File: config.mk
export PLATFORM = sky130hd
export DESIGN_NAME = riscv_trace_gen_flat
export DESIGN_NICKNAME = d
export VERILOG_FILES = /design/src/rtl/riscv_trace_gen_pkg.sv /design/src/rtl/riscv_trace_gen_if.sv /design/src/rtl/riscv_trace_fifo.sv /design/src/rtl/riscv_trace_gen.sv /design/src/flat_wrapper.sv
export SDC_FILE = /design/constraint.sdc
export NUM_CORES = 1
export LEC_CHECK = 0
export BUFFER_PORTS_ARGS = -buffer_cell sky130_fd_sc_hd__buf_2
export CAP_MARGIN = 15
export CORE_ASPECT_RATIO = 0.75
export CORE_MARGIN = 2
export CORE_UTILIZATION = 44
export DETAILED_ROUTE_END_ITERATION = 6
export PLACE_DENSITY = 0.73
export SKIP_LAST_GASP = 1
export SYNTH_ARGS = -nofsm -noshare
export SYNTH_HDL_FRONTEND = slang
export SYNTH_SLANG_ARGS = --single-unit
File: constraint.sdc
create_clock -name clk_i -period 4.3 [get_ports clk_i]
set_clock_uncertainty 0.1 [all_clocks]
set_input_delay 0.215 -clock clk_i [delete_from_list [all_inputs] [get_ports clk_i]]
set_output_delay 0.215 -clock clk_i [all_outputs]
set_load 0.01 [all_outputs]
File: src/rtl/riscv_trace_gen_pkg.sv
// Shared definitions for the dual-core commit-trace producer.
// Record field widths, drop counter width and the buffered record layout.
// Optional RISCV_TRACE_TS_EN adds a capture timestamp to every record.
package riscv_trace_gen_pkg;

    localparam int TRACE_PC_W   = 32;
    localparam int TRACE_OP_W   = 32;
    localparam int TRACE_TS_W   = 32;
    localparam int TRACE_DROP_W = 16;

    // One buffered commit record; 96 bits with timestamp, 64 without.
    typedef struct packed {
`ifdef RISCV_TRACE_TS_EN
        logic [TRACE_TS_W-1:0] ts;
`endif
        logic [TRACE_PC_W-1:0] pc;
        logic [TRACE_OP_W-1:0] opcode;
    } rec_t;

endpackage

File: src/rtl/riscv_trace_gen_if.sv
// Bundle of both core commit ports and the merged valid/ready trace stream.
// master = trace producer (consumes commits, drives the trace stream).
// trace_ts exists only when RISCV_TRACE_TS_EN is defined.
interface riscv_trace_gen_if;
    import riscv_trace_gen_pkg::*;

    logic                  core0_valid;
    logic [TRACE_PC_W-1:0] core0_pc;
    logic [TRACE_OP_W-1:0] core0_opcode;
    logic                  core1_valid;
    logic [TRACE_PC_W-1:0] core1_pc;
    logic [TRACE_OP_W-1:0] core1_opcode;

    logic                  trace_valid;
    logic                  trace_ready;
    logic                  trace_core;
    logic [TRACE_PC_W-1:0] trace_pc;
    logic [TRACE_OP_W-1:0] trace_opcode;
`ifdef RISCV_TRACE_TS_EN
    logic [TRACE_TS_W-1:0] trace_ts;
`endif

    modport master (
`ifdef RISCV_TRACE_TS_EN
        output trace_ts,
`endif
        input  core0_valid, core0_pc, core0_opcode,
        input  core1_valid, core1_pc, core1_opcode,
        input  trace_ready,
        output trace_valid, trace_core, trace_pc, trace_opcode
    );

    modport slave (
`ifdef RISCV_TRACE_TS_EN
        input  trace_ts,
`endif
        output core0_valid, core0_pc, core0_opcode,
        output core1_valid, core1_pc, core1_opcode,
        output trace_ready,
        input  trace_valid, trace_core, trace_pc, trace_opcode
    );

endinterface

File: src/rtl/riscv_trace_fifo.sv
// Per-core record buffer: DEPTH entries of W bits, pointer-wrap full/empty.
// Latency: a pushed entry is visible on pop_dat the cycle after the push.
// Backpressure: none internally; caller must not push when full or pop when empty.
module riscv_trace_fifo #(
    parameter int W     = 64,
    parameter int DEPTH = 4
) (
    input  logic         clk_i,
    input  logic         rst_ni,
    input  logic         push,
    input  logic [W-1:0] push_dat,
    input  logic         pop,
    output logic [W-1:0] pop_dat,
    output logic         full,
    output logic         empty
);
    localparam int AW = $clog2(DEPTH);

    logic [W-1:0] mem [DEPTH];
    logic [AW:0]  wr_ptr;
    logic [AW:0]  rd_ptr;

    // Extra MSB distinguishes a full buffer from an empty one.
    assign empty   = (wr_ptr == rd_ptr);
    assign full    = (wr_ptr[AW] != rd_ptr[AW]) && (wr_ptr[AW-1:0] == rd_ptr[AW-1:0]);
    assign pop_dat = mem[rd_ptr[AW-1:0]];

    // Pointer update; both pointers wrap naturally modulo 2*DEPTH.
    always_ff @(posedge clk_i or negedge rst_ni) begin
        if (!rst_ni) begin
            wr_ptr <= '0;
            rd_ptr <= '0;
        end else begin
            if (push) wr_ptr <= wr_ptr + 1'b1;
            if (pop)  rd_ptr <= rd_ptr + 1'b1;
        end
    end

    // Storage needs no reset: contents are only read behind a valid pointer.
    always_ff @(posedge clk_i) begin
        if (push) mem[wr_ptr[AW-1:0]] <= push_dat;
    end

endmodule

File: src/rtl/riscv_trace_gen.sv
// Dual-core commit trace: per-core FIFOs merged round-robin into one output register.
// Latency: record captured at edge E appears on trace_valid after edge E+1 (earliest).
// Backpressure: trace_ready stalls the output register; cores are never stalled, overflow is counted.
// Optional feature macro: RISCV_TRACE_TS_EN (32-bit capture timestamp per record).
module riscv_trace_gen
    import riscv_trace_gen_pkg::*;
#(
    parameter int DEPTH = 4
) (
    input  logic                    clk_i,
    input  logic                    rst_ni,
    input  logic                    enable_i,
    riscv_trace_gen_if.master       bus,
    output logic [TRACE_DROP_W-1:0] drop0_o,
    output logic [TRACE_DROP_W-1:0] drop1_o
);
    localparam int RW = $bits(rec_t);

    rec_t in0, in1, head0, head1;
    logic full0, empty0, full1, empty1;
    logic push0, push1, pop0, pop1;
    logic can_load, gnt_vld, gnt;
    logic rr_q;

    logic out_vld;
    logic out_core;
    rec_t out_rec;

`ifdef RISCV_TRACE_TS_EN
    logic [TRACE_TS_W-1:0] ts_q;

    // Free-running cycle counter sampled into each captured record.
    always_ff @(posedge clk_i or negedge rst_ni) begin
        if (!rst_ni) ts_q <= '0;
        else         ts_q <= ts_q + 1'b1;
    end

    assign in0 = '{ts: ts_q, pc: bus.core0_pc, opcode: bus.core0_opcode};
    assign in1 = '{ts: ts_q, pc: bus.core1_pc, opcode: bus.core1_opcode};
    assign bus.trace_ts = out_rec.ts;
`else
    assign in0 = '{pc: bus.core0_pc, opcode: bus.core0_opcode};
    assign in1 = '{pc: bus.core1_pc, opcode: bus.core1_opcode};
`endif

    // Fullness is the pre-edge state, so a same-edge pop never rescues a push.
    assign push0 = bus.core0_valid & enable_i & ~full0;
    assign push1 = bus.core1_valid & enable_i & ~full1;

    riscv_trace_fifo #(.W(RW), .DEPTH(DEPTH)) u_fifo0 (
        .clk_i    (clk_i),
        .rst_ni   (rst_ni),
        .push     (push0),
        .push_dat (in0),
        .pop      (pop0),
        .pop_dat  (head0),
        .full     (full0),
        .empty    (empty0)
    );

    riscv_trace_fifo #(.W(RW), .DEPTH(DEPTH)) u_fifo1 (
        .clk_i    (clk_i),
        .rst_ni   (rst_ni),
        .push     (push1),
        .push_dat (in1),
        .pop      (pop1),
        .pop_dat  (head1),
        .full     (full1),
        .empty    (empty1)
    );

    // Round-robin grant: rr_q breaks ties, a lone non-empty FIFO always wins.
    always_comb begin
        can_load = ~out_vld | bus.trace_ready;
        gnt_vld  = ~empty0 | ~empty1;
        gnt      = (~empty0 & ~empty1) ? rr_q : empty0;
        pop0     = can_load & gnt_vld & ~gnt;
        pop1     = can_load & gnt_vld & gnt;
    end

    // Output register and priority pointer; holds every bit while stalled.
    always_ff @(posedge clk_i or negedge rst_ni) begin
        if (!rst_ni) begin
            out_vld  <= 1'b0;
            out_core <= 1'b0;
            out_rec  <= '0;
            rr_q     <= 1'b0;
        end else if (can_load) begin
            out_vld <= gnt_vld;
            if (gnt_vld) begin
                out_core <= gnt;
                out_rec  <= gnt ? head1 : head0;
                rr_q     <= ~gnt;
            end
        end
    end

    // Saturating per-core drop counters; only enabled commits can drop.
    always_ff @(posedge clk_i or negedge rst_ni) begin
        if (!rst_ni) begin
            drop0_o <= '0;
            drop1_o <= '0;
        end else begin
            if (bus.core0_valid & enable_i & full0 & (drop0_o != '1))
                drop0_o <= drop0_o + 1'b1;
            if (bus.core1_valid & enable_i & full1 & (drop1_o != '1))
                drop1_o <= drop1_o + 1'b1;
        end
    end

    assign bus.trace_valid  = out_vld;
    assign bus.trace_core   = out_core;
    assign bus.trace_pc     = out_rec.pc;
    assign bus.trace_opcode = out_rec.opcode;

endmodule
File: src/flat_wrapper.sv
// flat-port wrapper written by rule: the top's interface ports become plain ports
module riscv_trace_gen_flat import riscv_trace_gen_pkg::*;
#(
    parameter int DEPTH = 4
)
  (clk_i, rst_ni, enable_i, drop0_o, drop1_o, bus_core0_valid, bus_core0_pc, bus_core0_opcode, bus_core1_valid, bus_core1_pc, bus_core1_opcode, bus_trace_ready, bus_trace_valid, bus_trace_core, bus_trace_pc, bus_trace_opcode);
  riscv_trace_gen_if bus_i ();
  input  logic clk_i;
  input  logic rst_ni;
  input  logic enable_i;
  output logic [TRACE_DROP_W-1:0] drop0_o;
  output logic [TRACE_DROP_W-1:0] drop1_o;
  input wire logic [$bits(bus_i.core0_valid)-1:0] bus_core0_valid;
  input wire logic [$bits(bus_i.core0_pc)-1:0] bus_core0_pc;
  input wire logic [$bits(bus_i.core0_opcode)-1:0] bus_core0_opcode;
  input wire logic [$bits(bus_i.core1_valid)-1:0] bus_core1_valid;
  input wire logic [$bits(bus_i.core1_pc)-1:0] bus_core1_pc;
  input wire logic [$bits(bus_i.core1_opcode)-1:0] bus_core1_opcode;
  input wire logic [$bits(bus_i.trace_ready)-1:0] bus_trace_ready;
  output wire logic [$bits(bus_i.trace_valid)-1:0] bus_trace_valid;
  output wire logic [$bits(bus_i.trace_core)-1:0] bus_trace_core;
  output wire logic [$bits(bus_i.trace_pc)-1:0] bus_trace_pc;
  output wire logic [$bits(bus_i.trace_opcode)-1:0] bus_trace_opcode;
  assign bus_i.core0_valid = bus_core0_valid;
  assign bus_i.core0_pc = bus_core0_pc;
  assign bus_i.core0_opcode = bus_core0_opcode;
  assign bus_i.core1_valid = bus_core1_valid;
  assign bus_i.core1_pc = bus_core1_pc;
  assign bus_i.core1_opcode = bus_core1_opcode;
  assign bus_i.trace_ready = bus_trace_ready;
  assign bus_trace_valid = bus_i.trace_valid;
  assign bus_trace_core = bus_i.trace_core;
  assign bus_trace_pc = bus_i.trace_pc;
  assign bus_trace_opcode = bus_i.trace_opcode;
  riscv_trace_gen #(.DEPTH(DEPTH)) u_core (.clk_i(clk_i), .rst_ni(rst_ni), .enable_i(enable_i), .bus(bus_i), .drop0_o(drop0_o), .drop1_o(drop1_o));
endmodule
After elaboration in Yosys (flattened, before gate mapping)
Memories as Yosys holds them, arrays and structs flattened. Cells that the tools add are included.

Output and inout bits: 98. Memories kept: 2. Logic and storage cells: 56. Register bits: 111. Bits in writable memories: 512. Input bits: 134.

Memory list: u_core.u_fifo0.mem (depth 4, width 64, read ports 1, clocked after Yosys merged registers in 0, write ports 1, line riscv_trace_fifo.sv:19) `logic [W-1:0] mem [DEPTH];`; u_core.u_fifo1.mem (depth 4, width 64, read ports 1, clocked after Yosys merged registers in 0, write ports 1, line riscv_trace_fifo.sv:19).

Equality and inequality tests: 8. Bitwise logic cells: 20. Reductions and logical operators: 3. Multiplexer cells: 6. $add $sub $neg: 6.

Operators with widths (number): 64-bit two-way mux (1); 16-bit by 1-bit adder with 16-bit output (second input constant) (2); 16-bit != test (second input constant) (2); 3-bit by 1-bit adder with 3-bit output (second input constant) (4); 1-bit AND (12); 3-bit equality test (2); 1-bit inverter (6); 1-bit two-way mux (5); 2-bit equality test (2); 1-bit logical AND (2); 1-bit != test (2); 1-bit bitwise OR (2); 2-bit AND reduction (1).

Depth between registers and ports, before layout
Depth after elaboration: 6. Mapped depth: 7. Gate-level depth less buffers: 5.

Modules after synthesis
From an unflattened synthesis, not the netlist that was laid out.

Cell total of the unflattened synthesis: 1166. Area, all modules: 23558.8 sq um.

By module, submodules not included: riscv_trace_fifo (cells each 364, times used 2, area an instance 9572.9 sq um); riscv_trace_gen (cells each 438, times used 1, area an instance 4413.0 sq um).

Worst setup path after synthesis
No wires, ideal clock.

Kind: reg2reg. Start point: reg u_core.u_fifo1.rd_ptr[0]. End point: mem u_core.u_fifo1.mem[3][0], enable pin. Library setup time: 0.430 ns. Cell stages (with the launch flop): 5. Data required time: 3.770 ns. Slack: 1.174 ns. Data arrival time: 2.596 ns. Cells stage by stage: dfrtp_1 -> clkbuf_1 -> xnor2_1 -> a31oi_1 -> and2_1.

Longest elaborated chain between the ends: 6.

RTL lines: from (decl) (line riscv_trace_fifo.sv:21) `logic [AW:0] rd_ptr;`; from (signal assigned) (line riscv_trace_fifo.sv:35) `if (pop) rd_ptr <= rd_ptr + 1'b1;`; 2-bit equality test (line riscv_trace_fifo.sv:25) `assign full = (wr_ptr[AW] != rd_ptr[AW]) && (wr_ptr[AW-1:0] == rd_ptr[AW-1:0]);`; 1-bit logical AND (line riscv_trace_fifo.sv:25); 1-bit inverter (line riscv_trace_gen.sv:48) `assign push1 = bus.core1_valid & enable_i & ~full1;`; 1-bit AND (line riscv_trace_gen.sv:48); 1-bit two-way mux (line riscv_trace_fifo.sv:41) `if (push) mem[wr_ptr[AW-1:0]] <= push_dat;`; 1-bit two-way mux (not written as such) (line riscv_trace_fifo.sv:41); to (decl) (line riscv_trace_fifo.sv:19).

No other way between the ends.

Worst setup path in the final report
Start point: reg u_core.u_fifo0.rd_ptr[1]. End point: mem u_core.u_fifo0.mem[3][48], enable pin.

Longest elaborated chain between the ends: 6.

RTL lines: from (decl) (line riscv_trace_fifo.sv:21); from (signal assigned) (line riscv_trace_fifo.sv:35); 2-bit equality test (line riscv_trace_fifo.sv:25); 1-bit logical AND (line riscv_trace_fifo.sv:25); 1-bit inverter (line riscv_trace_gen.sv:47) `assign push0 = bus.core0_valid & enable_i & ~full0;`; 1-bit AND (line riscv_trace_gen.sv:47); 1-bit two-way mux (line riscv_trace_fifo.sv:41); 1-bit two-way mux (not written as such) (line riscv_trace_fifo.sv:41); to (decl) (line riscv_trace_fifo.sv:19).

No other way between the ends.

==> impl_metrics.yaml <==
clocking:
  cts_buffers: 60
  cts_sinks: 623
  cts_root_buf: "clkbuf_16"
  ctsLongestPathBuffers: 3
  htreeDepth: 2
  worstSkewPairLatency_ns: 0.63
  cts.reportedPaths.clkPinSlew_ns: 0.06
  cts_tree: "built"
  postCtsSetupRepairBufs: 0
timing:
  worst_pin_slew_ns: 1.130
  max_freq_mhz: 323.9
  setup_slack_ns: 1.213
  finalCriticalPeriod_ns: 3.087
  period_share_pct: 71.80
  relSlewSlack_pct: 24.69
  slew_violations: 0
  fin_setup_tns_ns: 0
  setup_violations: 0
  rsz0062_at_grt: "no"
  final_hold_viol_count: 0
floorplan:
  row_count: 74
  ios: 232
  chipHeight_um: 206.2
  start_util_pct: 44.28
  dieArea_sq_um: 56410
  core_area_sq_um: 54160
  die_x_um: 273.6
power_and_ir_drop:
  power.switching_w: 0.005984
  p_leak_nw: 10.43
  p_per_area_nw_per_um2: 643.3
  clkPwrFrac_pct: 27.5
  p_seq_share_pct: 43.1
  max-vdd-ir-drop_mv: 0.4545
  p_int_w: 0.01284
  sw_frac_of_total_pct: 31.79
  p_comb_share_pct: 29.4
synth:
  synth_area_sq_um: 23980
  async_flop_share_pct: 17.82
  synth_nets: 1399
  syn_avg_cell_area_sq_um: 19.14
  yosys_warnings: 0
  synthCells: 1253
  synth.distinct_cells: 41
  seq_area_frac_synth_pct: 75.68
  synth-seq-cells: 623
  synth-edff-count: 512
  synth_ff_type: "edfxtp_1"
final_layout:
  drive_gt1_share_pct: 28.88
  fin_nets: 1771
  area_growth_pct: 22.00
  utilization_pct: 54.02
global_route:
  grt_pass1_vias: 13680
  track_usage_pct: 20.69
  grt_max_degree: 82
  grt_pass1_wl_mm: 86.60
  grt_overflow: 0
  antenna_found_initial: 10
critical_path:
  worstPathMaxFanout: 43
  crit_path_end_kind: "flip-flop"
  crit_path_start_kind: "flip-flop"
  crit_required_ns: 4.51
  crit_type: "flip-flop to flip-flop"
  cp_data_arrival_time_ns: 3.29
run:
  drv_cap: 0
drt:
  drt_wl_total_mm: 57.81
  drtAntennaViolNets: 0
  drc: 0
  top_layer_used: "met5"
  drt_first_pass_iters: 7
  wl_met2_mm: 27.30
  drtIter0Drc: 1273
  wl_met3_mm: 4.260
  wl_met1_mm: 25.09
  drt-wirelength-per-cell_um: 24.05
  vias: 13370
  viasPerCell: 5.562
status:
  status: "finished clean"
placed_design:
  pre_cts_ws_ns: 1.208
  place.gp.congestion: 0.7618
  hpwl_mm: 32.70
  port_buffers: 231
worst_hold_path:
  hold_path_class: "input port to flip-flop"
-- metal layers --
layer	GRT usage [%]	vias up
met5	0	-
met4	5.425	10
met3	4.775	81
met2	32.53	527
met1	29.32	6987
li1	-	5767
-- layout make-up --
class | count | area [sq um]
clock buffer | 88 | 1647
antenna | 6 | 15.01
sequential | 623 | 18170
inverter | 70 | 262.8
fill | 4224 | 24900
timing repair buffer | 379 | 2634
tap | 722 | 903.4
multi-input combinational | 491 | 5359
clock inverter | 25 | 272.8
-- power groups by stage --
stage	sequential, W	combinational [W]	clock [W]
2_1_floorplan	0.00819	0.00350	0
3_3_place_gp	0.00819	0.00544	0
3_5_place_dp	0.00823	0.00552	0
4_1_cts	0.00812	0.00564	0.00527
5_1_grt	0.00821	0.00600	0.00548
6_report	0.00812	0.00553	0.00517
-- logic make-up (layout without fill, tap and decap cells) --
kind of cell,after synthesis,after routing,share of synthesized area (%)
DFF,623,623,75.68
and+or+nand+nor,211,211,4.726
buffers and inverters,139,562,2.321
muxes,134,134,12.30
AOI/OAI and AO/OA,91,91,2.770
xor gates and xnor gates,43,43,1.570
adders and majority gates,12,12,0.6260
other,0,6,0
-- placed cells by master (no fill, tap or decap), types with 8 or more instances in the layout --
cell	count
nand2_1	14
buf_2	230
ha_1	12
and3_1	9
nand3_1	136
xnor2_1	22
dlygate4sd3_1	129
clkbuf_16	60
buf_4	16
xor2_1	21
clkbuf_1	24
inv_1	70
and2_4	8
mux4_2	128
nand4_1	11
o211ai_1	67
dfrtp_1	107
edfxtp_1	512
-- synth_stat cells, types with 13 or more instances --
| master | instances | area, sq um |
|---|---|---|
| mux4_2 | 128 | 2883 |
| xor2_1 | 21 | 183.9 |
| o211ai_1 | 67 | 503.0 |
| xnor2_1 | 22 | 192.7 |
| nand3_1 | 136 | 680.7 |
| clkbuf_1 | 42 | 157.7 |
| dfrtp_1 | 111 | 2778 |
| inv_1 | 70 | 262.8 |
| nand2_1 | 14 | 52.55 |
| buf_2 | 13 | 65.06 |
| edfxtp_1 | 512 | 15370 |
-- through the flow --
| stage | hold WS (ns) | std cells | total power [W] | area [sq um] |
|---|---|---|---|---|
| floorplan | -0.1806 | 1253 | 0.01169 | 23980 |
| global placement | 0.2691 | 2156 | 0.01363 | 26040 |
| detailed placement | 0.2638 | 2156 | 0.01375 | 26040 |
| CTS | 0.05153 | 2398 | 0.01903 | 29250 |
| global route | 0.08222 | 2402 | 0.01970 | 29260 |
| finish | 0.09261 | 2404 | 0.01882 | 29260 |
-- path summary, 6_finish.rpt --
| kind | start | to | slack, ns | cells past startpoint |
|---|---|---|---|---|
| worst max-delay path | u_core.u_fifo0.rd_ptr[1] | u_core.u_fifo0.mem[3][48] | 1.21 | 4 |
| worst min-delay path | bus_trace_ready | u_core.bus.trace_valid | 0.09 | 3 |
| worst max register to register | u_core.u_fifo0.rd_ptr[1] | u_core.u_fifo0.mem[3][48] | 1.21 | 4 |
| worst min register to register | u_core.drop1_o[4] | u_core.drop1_o[4] | 0.41 | 1 |
| max in group asynchronous | rst_ni | u_core.bus.trace_opcode[29] | 2.81 | 3 |
| min in group asynchronous | rst_ni | u_core.drop1_o[7] | 0.12 | 2 |
-- registers in the layout (all words and copies together), names as in the netlist, 3 cells and up --
name	flops
u_core.u_fifo0.mem	256
u_core.drop0_o	16
u_core.u_fifo0.rd_ptr	3
u_core.bus.trace_opcode	32
u_core.u_fifo1.rd_ptr	3
u_core.u_fifo0.wr_ptr	3
u_core.drop1_o	16
u_core.bus.trace_pc	32
u_core.u_fifo1.mem	256
u_core.u_fifo1.wr_ptr	3
-- worst max-delay path: stages (launching register included) --
cell,delay (ns)
dfrtp_4,0.61
xnor2_1,0.27
a31oi_1,0.58
and2_4,0.81
buf_4,0.39
-- timing repair --
item                                   4_1_cts  5_1_grt
endpoints found under the hold margin      592        0
hold buffers                               129        0
resized for setup                            0        0
No activity file was read; power rests on OpenSTA's default activity.
